<file path="src/rtl/alu181_nibble_sequencer.sv">
// Nibble-serial sequencer that drives one external 74x181-style 4-bit ALU slice,
// rippling the active-low carry between nibbles and assembling a WIDTH-bit response.
module alu181_nibble_sequencer #(
  parameter int WIDTH = 16
) (
  input  logic             clk,
  input  logic             rst_n,
  input  logic             req_valid,
  output logic             req_ready,
  input  logic [WIDTH-1:0] req_a,
  input  logic [WIDTH-1:0] req_b,
  input  logic [3:0]       req_s,
  input  logic             req_m,
  input  logic             req_ci_bar,
  output logic [3:0]       alu_a,
  output logic [3:0]       alu_b,
  output logic [3:0]       alu_s,
  output logic             alu_m,
  output logic             alu_ci_bar,
  input  logic [3:0]       alu_f,
  input  logic             alu_co_bar,
  input  logic             alu_a_eq_b,
  output logic             rsp_valid,
  input  logic             rsp_ready,
  output logic [WIDTH-1:0] rsp_f,
  output logic             rsp_co_bar,
  output logic             rsp_a_eq_b
);

  localparam int NIBBLES = WIDTH / 4;
  localparam int CNT_W   = (NIBBLES > 1) ? $clog2(NIBBLES) : 1;
  localparam logic [CNT_W-1:0] LAST_CNT = CNT_W'(NIBBLES - 1);

  typedef enum logic [1:0] {
    IDLE = 2'd0,
    RUN  = 2'd1,
    DONE = 2'd2
  } state_t;

  state_t             state_r, state_s;
  logic [CNT_W-1:0]   cnt_r, cnt_s;
  logic [WIDTH-1:0]   a_r, a_s;
  logic [WIDTH-1:0]   b_r, b_s;
  logic               eq_r, eq_s;
  logic               req_ready_r, req_ready_s;
  logic               rsp_valid_r, rsp_valid_s;
  logic [WIDTH-1:0]   rsp_f_r, rsp_f_s;
  logic               rsp_co_bar_r, rsp_co_bar_s;
  logic               rsp_a_eq_b_r, rsp_a_eq_b_s;
  logic [3:0]         alu_a_r, alu_a_s;
  logic [3:0]         alu_b_r, alu_b_s;
  logic [3:0]         alu_s_r, alu_s_s;
  logic               alu_m_r, alu_m_s;
  // alu_ci_bar_r doubles as the inter-nibble carry register.
  logic               alu_ci_bar_r, alu_ci_bar_s;

  function automatic logic [3:0] nibble_of(input logic [WIDTH-1:0] v,
                                           input logic [CNT_W-1:0] idx);
    logic [3:0] n;
    n = 4'h0;
    for (int i = 0; i < NIBBLES; i++) begin
      if (idx == CNT_W'(i)) begin
        n = v[4*i +: 4];
      end
    end
    return n;
  endfunction

  // Next-state, datapath and next-output decode for the IDLE/RUN/DONE controller.
  always_comb begin
    state_s      = state_r;
    cnt_s        = cnt_r;
    a_s          = a_r;
    b_s          = b_r;
    eq_s         = eq_r;
    rsp_f_s      = rsp_f_r;
    rsp_co_bar_s = rsp_co_bar_r;
    rsp_a_eq_b_s = rsp_a_eq_b_r;
    alu_a_s      = 4'h0;
    alu_b_s      = 4'h0;
    alu_s_s      = 4'h0;
    alu_m_s      = 1'b0;
    alu_ci_bar_s = 1'b1;

    case (state_r)
      IDLE: begin
        if (req_valid) begin
          a_s          = req_a;
          b_s          = req_b;
          cnt_s        = CNT_W'(0);
          eq_s         = 1'b1;
          alu_a_s      = req_a[3:0];
          alu_b_s      = req_b[3:0];
          alu_s_s      = req_s;
          alu_m_s      = req_m;
          alu_ci_bar_s = req_ci_bar;
          state_s      = RUN;
        end else begin
          state_s = IDLE;
        end
      end
      RUN: begin
        for (int i = 0; i < NIBBLES; i++) begin
          if (cnt_r == CNT_W'(i)) begin
            rsp_f_s[4*i +: 4] = alu_f;
          end else begin
            rsp_f_s[4*i +: 4] = rsp_f_r[4*i +: 4];
          end
        end
        eq_s = eq_r & alu_a_eq_b;
        if (cnt_r == LAST_CNT) begin
          rsp_co_bar_s = alu_co_bar;
          rsp_a_eq_b_s = eq_r & alu_a_eq_b;
          cnt_s        = CNT_W'(0);
          state_s      = DONE;
        end else begin
          cnt_s        = cnt_r + CNT_W'(1);
          alu_a_s      = nibble_of(a_r, cnt_r + CNT_W'(1));
          alu_b_s      = nibble_of(b_r, cnt_r + CNT_W'(1));
          alu_s_s      = alu_s_r;
          alu_m_s      = alu_m_r;
          alu_ci_bar_s = alu_co_bar;
          state_s      = RUN;
        end
      end
      DONE: begin
        if (rsp_ready) begin
          state_s = IDLE;
        end else begin
          state_s = DONE;
        end
      end
      default: begin
        state_s = IDLE;
      end
    endcase

    req_ready_s = (state_s == IDLE);
    rsp_valid_s = (state_s == DONE);
  end

  // Controller state register.
  always_ff @(posedge clk or negedge rst_n) begin
    if (!rst_n) begin
      state_r <= IDLE;
    end else begin
      state_r <= state_s;
    end
  end

  // Operand latch, nibble counter, response and slice-drive registers.
  always_ff @(posedge clk or negedge rst_n) begin
    if (!rst_n) begin
      cnt_r        <= CNT_W'(0);
      a_r          <= {WIDTH{1'b0}};
      b_r          <= {WIDTH{1'b0}};
      eq_r         <= 1'b1;
      req_ready_r  <= 1'b1;
      rsp_valid_r  <= 1'b0;
      rsp_f_r      <= {WIDTH{1'b0}};
      rsp_co_bar_r <= 1'b1;
      rsp_a_eq_b_r <= 1'b0;
      alu_a_r      <= 4'h0;
      alu_b_r      <= 4'h0;
      alu_s_r      <= 4'h0;
      alu_m_r      <= 1'b0;
      alu_ci_bar_r <= 1'b1;
    end else begin
      cnt_r        <= cnt_s;
      a_r          <= a_s;
      b_r          <= b_s;
      eq_r         <= eq_s;
      req_ready_r  <= req_ready_s;
      rsp_valid_r  <= rsp_valid_s;
      rsp_f_r      <= rsp_f_s;
      rsp_co_bar_r <= rsp_co_bar_s;
      rsp_a_eq_b_r <= rsp_a_eq_b_s;
      alu_a_r      <= alu_a_s;
      alu_b_r      <= alu_b_s;
      alu_s_r      <= alu_s_s;
      alu_m_r      <= alu_m_s;
      alu_ci_bar_r <= alu_ci_bar_s;
    end
  end

  assign req_ready  = req_ready_r;
  assign rsp_valid  = rsp_valid_r;
  assign rsp_f      = rsp_f_r;
  assign rsp_co_bar = rsp_co_bar_r;
  assign rsp_a_eq_b = rsp_a_eq_b_r;
  assign alu_a      = alu_a_r;
  assign alu_b      = alu_b_r;
  assign alu_s      = alu_s_r;
  assign alu_m      = alu_m_r;
  assign alu_ci_bar = alu_ci_bar_r;

endmodule

</file>
<file path="config.mk">
export PLATFORM = sky130hd
export DESIGN_NAME = alu181_nibble_sequencer
export DESIGN_NICKNAME = d
export VERILOG_FILES = /design/src/rtl/alu181_nibble_sequencer.sv
export SDC_FILE = /design/constraint.sdc
export NUM_CORES = 1
export LEC_CHECK = 0
export ABC_CLOCK_PERIOD_IN_PS = 1450
export BUFFER_PORTS_ARGS = -buffer_cell sky130_fd_sc_hd__buf_2
export CAP_MARGIN = 20
export CORE_ASPECT_RATIO = 0.5
export CORE_UTILIZATION = 47
export CTS_CLUSTER_DIAMETER = 50
export DETAILED_ROUTE_END_ITERATION = 16
export HOLD_SLACK_MARGIN = 0.08
export PLACE_DENSITY_LB_ADDON = 0.3
export SETUP_SLACK_MARGIN = 0.05
export SLEW_MARGIN = 20
export SYNTH_ARGS = -nofsm -noshare
export SYNTH_HDL_FRONTEND = slang
export SYNTH_SLANG_ARGS = --single-unit
</file>
<file path="constraint.sdc">
create_clock -name clk -period 1.45 [get_ports clk]
set_input_delay 0.145 -clock clk [delete_from_list [all_inputs] [get_ports clk]]
set_output_delay 0.145 -clock clk [all_outputs]
set_load 0.01 [all_outputs]
</file>
# Word-level counts from Yosys, hierarchy flattened
# Cells that the tools add are included.
dict set report op_classes {
  addsub 1
  multipliers 0
  n_div 0
  n_lt_le_gt_ge 0
  eq_ne 11
  n_shift 0
  muxes 32
  n_bitwise 1
  n_reduce_logical 11
}
# operator n
set op_table {}
lappend op_table {{two-way mux 4 bit} 14}
lappend op_table {{one-hot mux 4 bit (2 select lines)} 3}
lappend op_table {{equality test 2 bit (second input constant)} 6}
lappend op_table {{AND reduction 2 bit} 6}
lappend op_table {{zero test 2 bit} 4}
lappend op_table {{two-way mux 2 bit} 4}
lappend op_table {{equality test 2 x 1 -> 1 bit (second input constant)} 3}
lappend op_table {{two-way mux 1 bit} 6}
lappend op_table {{one-hot mux 1 bit (2 select lines)} 3}
lappend op_table {{one-hot mux 2 bit (3 select lines)} 1}
lappend op_table {{!= test 2 bit (second input constant)} 2}
lappend op_table {{one-hot mux 2 bit (2 select lines)} 1}
lappend op_table {{adder 2 x 1 -> 2 bit (second input constant)} 1}
lappend op_table {{nonzero test 2 bit} 1}
lappend op_table {{bitwise AND 1 bit} 1}
dict set report word_totals {
  register_bits 71
  latchBits 0
  ram_bits 0
  rom_bits 0
  output_inout_bits 34
  word_cells 74
  memories 0
}

# Longest topological paths before layout
dict set report logic_depth {
  ltp_word 8
  depth_mapped 6
}

# Worst setup path before layout
# OpenSTA, ideal clock, no wires.
dict set report synth_path {
  kind {reg2reg}
  from {register cnt_r[0]}
  to {register alu_a_r[0], in the netlist alu_a[0]}
  setup_time_ps 95
  t_arrival_ps 1496
  required_time_ps 1355
  path_slack_ps -141
  stages_incl_launch_ff 6
  n_path_buf 0
  synth_period_minus_slack_ps 1591
  path_cell_list {dfrtp_1 > inv_1 > ha_1 > nor3b_2 > a211oi_1 > o31ai_1}
}
dict set report synth_between {
  elab_chain_len 8
  elab_cells_between_ends 12
  classes_between {1 x add/sub; 4 x eq/ne; 6 x mux; 1 x reduce/logical}
}
# item line
set synth_lines {}
lappend synth_lines {{start, declared} 41} ;# logic [CNT_W-1:0] cnt_r, cnt_s;
lappend synth_lines {{start signal, assigned} 169} ;# cnt_r <= cnt_s;
lappend synth_lines {{adder 2 x 1 -> 2 bit} 118} ;# alu_a_s = nibble_of(a_r, cnt_r + CNT_W'(1));
lappend synth_lines {{zero test 2 bit} 62} ;# if (idx == CNT_W'(i)) begin
lappend synth_lines {{two-way mux 4 bit (4 in a row)} 62}
lappend synth_lines {{two-way mux 4 bit (*)} 111} ;# if (cnt_r == LAST_CNT) begin
lappend synth_lines {{one-hot mux 4 bit (2 select lines) (*)} 85} ;# case (state_r)
lappend synth_lines {{via alu_a_s[0]} 50} ;# logic [3:0] alu_a_r, alu_a_s;
lappend synth_lines {{end signal, assigned} 178} ;# alu_a_r <= alu_a_s;
lappend synth_lines {{end, declared} 50}
# The timed path passes the listed nets; every way through them passes the cells marked *.
# A chain may end at the register's enable or synchronous reset.

# Worst setup path in the final report
dict set report layout_path {
  from {register cnt_r[0]}
  to {register alu_a_r[1], in the netlist alu_a[1]}
}
# Same word-level chain as after synthesis.

==> impl_metrics.toml <==
[status]
outcome = "finished with violations"
violations = "setup timing"

[timing]
rsz0062_at_grt = "true"
fin_skew_ns = 0.00457
min_period_ns = 1.53
fmax_mhz = 652
maxSlewViolCount = 0
finalSetupViolCount = 28
hold_viol_final = 0
slew_headroom = 0.753
worst_hold_slack_ns = 0.0928
period_share = 1.06
worst_pin_slew_ns = 0.371
fin_ws_ns = -0.0841

[worst_setup_path]
criticalPathCategory = "reg2reg"
worst_setup_path_end_kind = "flop"
cp.required_ns = 1.67
cp-start-kind = "flop"
crit_arrival_ns = 1.76
cp_max_fo = 6

[power_and_ir_drop]
p_leak_nw = 2.56
intPower_mw = 7.27
power.switching_mw = 4.26
sw_frac_of_total = 0.370
power_frac_seq = 0.327
powerDensity_nw_per_um2 = 2290
clkPwrFrac = 0.196
comb_power_share = 0.477
ir_drop_mv = 1.28

[yosys]
synth_nets = 333
synthFlopType = "dfrtp_1"
synth_edf_count = 0
netlist_area_um2 = 3070
async_flop_share = 1.00
synth_cells = 277
ys_ff_latch = 71
synth_cell_type_count = 29
avgSynthCellArea_um2 = 11.1
yosysSeqAreaShare = 0.581
ys_warn_count = 0

[clock_network]
tritoncts = "yes"
cts-buffers-inserted = 9
clockBufferDepth = 2
clock-sinks = 71
clk_pin_slew_ns = 0.05
clk_latency_ns = 0.34
clock-root-buffer = "clkbuf_16"
cts_max_level = 3

[final_layout]
fin_nets = 489
n_antenna_cell = 0
final_util = 0.816
fill_cells = 330
drive_above_1_share = 0.523
area_growth_syn_to_layout_pct = 64.3

[place]
io_buffers = 81
globalplace.congestion = 0.765
hpwl_mm = 4.36

[die]
fp.dieArea_um2 = 6870
boundaryPins = 82
die_y_um = 59.1
coreArea_um2 = 6180
die_w_um = 116
core.rowCount = 20
start_util = 0.496

[global_route]
grt_use_total = 0.238
grt_pass1_vias = 2567
grt-ovfl-total = 0
grt_antenna_before_repair = 0
grt_pass1_wl_mm = 12.0
grt_max_degree = 72

[routing]
avgViaCountPerCell = 5.30
drc = 0
ant_nets = 0
via_count = 2790
drtPass1Iterations = 4
wirelength_mm = 9.48
routedWlPerCell_um = 18.0
drt_iter0_drc = 168

[run]
max-cap-violations = 0

[min_path]
hold_path.class = "in2reg"
[critical path, cell delays in order (launching register included)]
cell      delay [ns]
dfrtp_2         0.47
ha_4            0.22
buf_4           0.14
buf_4           0.14
a21o_1          0.17
a211oi_2        0.17
o31ai_1         0.10
[cell families (layout without fill, tap and decap cells)]
kind of cell | Yosys count | count (layout) | synth area share
AOI/OAI and AO/OA | 40 | 40 | 0.0954
buffers and inverters | 14 | 175 | 0.0351
and+or+nand+nor | 127 | 127 | 0.194
adders and majority gates | 8 | 8 | 0.0326
DFF | 71 | 71 | 0.581
muxes | 17 | 17 | 0.0624
[routing by layer]
layer  global-route usage  routed length, µm  up-vias
li1                     -                  -     1238
met1                0.296               3800     1380
met2                0.389               4790      130
met3               0.0859                569       42
met4               0.0879                318        0
met5                    0                  0        -
[final timing paths]
kind / start / end / slack [ns] / cells after the start
max in group asynchronous: rst_n / alu_ci_bar$_DFF_PN1_ / 0.77 / 3
min in group asynchronous: rst_n / rsp_f[10]$_DFFE_PN0P_ / 0.36 / 3
setup / recovery: cnt_r[0]$_DFFE_PN0P_ / alu_a[1]$_DFF_PN0_ / -0.08 / 6
hold reg to reg: rsp_a_eq_b$_DFFE_PN0P_ / rsp_a_eq_b$_DFFE_PN0P_ / 0.49 / 2
hold / removal: alu_f[3] / rsp_f[11]$_DFFE_PN0P_ / 0.09 / 2
setup reg to reg: cnt_r[0]$_DFFE_PN0P_ / alu_a[1]$_DFF_PN0_ / -0.08 / 6
[state kept, by name, indices dropped and copies added, names as in the netlist]
| register | count |
|---|---|
| alu_b | 4 |
| rsp_f | 16 |
| cnt_r | 2 |
| alu_ci_bar | 1 |
| alu_a | 4 |
| rsp_valid | 1 |
| b_r | 16 |
| req_ready | 1 |
| a_r | 16 |
| rsp_co_bar | 1 |
| eq_r | 1 |
| alu_m | 1 |
| state_r | 2 |
| rsp_a_eq_b | 1 |
| alu_s | 4 |
[power by group through the flow]
stage	Sequential, mW	Clock, mW	Combinational (mW)
floorplan	3.64	0	2.21
global placement	3.49	0	3.44
detailed placement	3.50	0	3.57
CTS	3.52	2.30	4.14
global route	3.85	2.37	5.87
finish	3.77	2.27	5.50
[layout make-up]
cell class | count | area [µm²] | share of cell area
well taps | 88 | 110 | 0.0218
multi-input cells | 192 | 1610 | 0.319
inverters | 3 | 16.3 | 0.00323
clock buffers | 13 | 270 | 0.0536
flip-flops and latches | 71 | 1790 | 0.354
clock inverters | 3 | 40.0 | 0.00794
repair buffers | 156 | 1210 | 0.240
[through the flow]
stage | total power, mW | instances | setup TNS, ns | setup WS [ns] | instance area, µm²
after CTS | 9.96 | 515 | -0.0947 | -0.0200 | 4570
after detailed placement | 7.07 | 449 | -0.365 | -0.0644 | 3680
final | 11.5 | 526 | -0.872 | -0.0841 | 5040
after floorplan | 5.84 | 277 | 0 | 0.0179 | 3120
after global routing | 12.1 | 526 | -2.04 | -0.143 | 5040
after global placement | 6.93 | 449 | -0.00532 | -0.00222 | 3680
[cells in the mapped netlist, types with 2 or more instances]
library cell | instances | area [µm²]
nor2b_1 | 8 | 50.1
and3b_1 | 8 | 70.1
ha_1 | 8 | 100
buf_8 | 3 | 45.0
o31ai_1 | 8 | 60.1
nand2b_1 | 2 | 12.5
a22o_1 | 6 | 52.6
buf_2 | 5 | 25.0
buf_6 | 2 | 22.5
a211oi_1 | 8 | 60.1
inv_1 | 3 | 11.3
dfrtp_1 | 67 | 1680
mux2_2 | 17 | 191
o21ai_0 | 6 | 30.0
nand2_1 | 102 | 383
dfstp_2 | 4 | 105
a21o_1 | 8 | 60.1
[what timing repair did]
| action | 4_1_cts | 5_1_grt |
|---|---|---|
| pin swaps | 8 | 67 |
| setup buffers | 8 | 8 |
| endpoints found under the setup margin | 26 | 58 |
| gates cloned | 0 | 3 |
| hold endpoints to repair | 117 | 0 |
| resized for setup | 22 | 92 |
| hold buffers | 42 | 0 |
[cells in the final DEF, fill, tap and decap left out, types with 2 or more instances in the layout]
| master | n |
|---|---|
| clkbuf_8 | 3 |
| mux2_4 | 9 |
| buf_4 | 19 |
| nand2_4 | 20 |
| clkinv_2 | 2 |
| clkbuf_16 | 11 |
| o31ai_1 | 7 |
| dfrtp_2 | 3 |
| ha_2 | 2 |
| a211oi_2 | 7 |
| inv_4 | 2 |
| nand2_2 | 28 |
| mux2_2 | 8 |
| dlygate4sd3_1 | 42 |
| a21o_1 | 8 |
| nand2_8 | 2 |
| o21ai_0 | 6 |
| and3b_1 | 8 |
| nor3b_4 | 2 |
| buf_6 | 5 |
| nor2b_1 | 8 |
| nand2_1 | 53 |
| a22o_1 | 6 |
| buf_12 | 6 |
| buf_2 | 81 |
| dfstp_2 | 4 |
| ha_4 | 5 |
| dfrtp_1 | 64 |
Power figures use the tool's default switching activity.
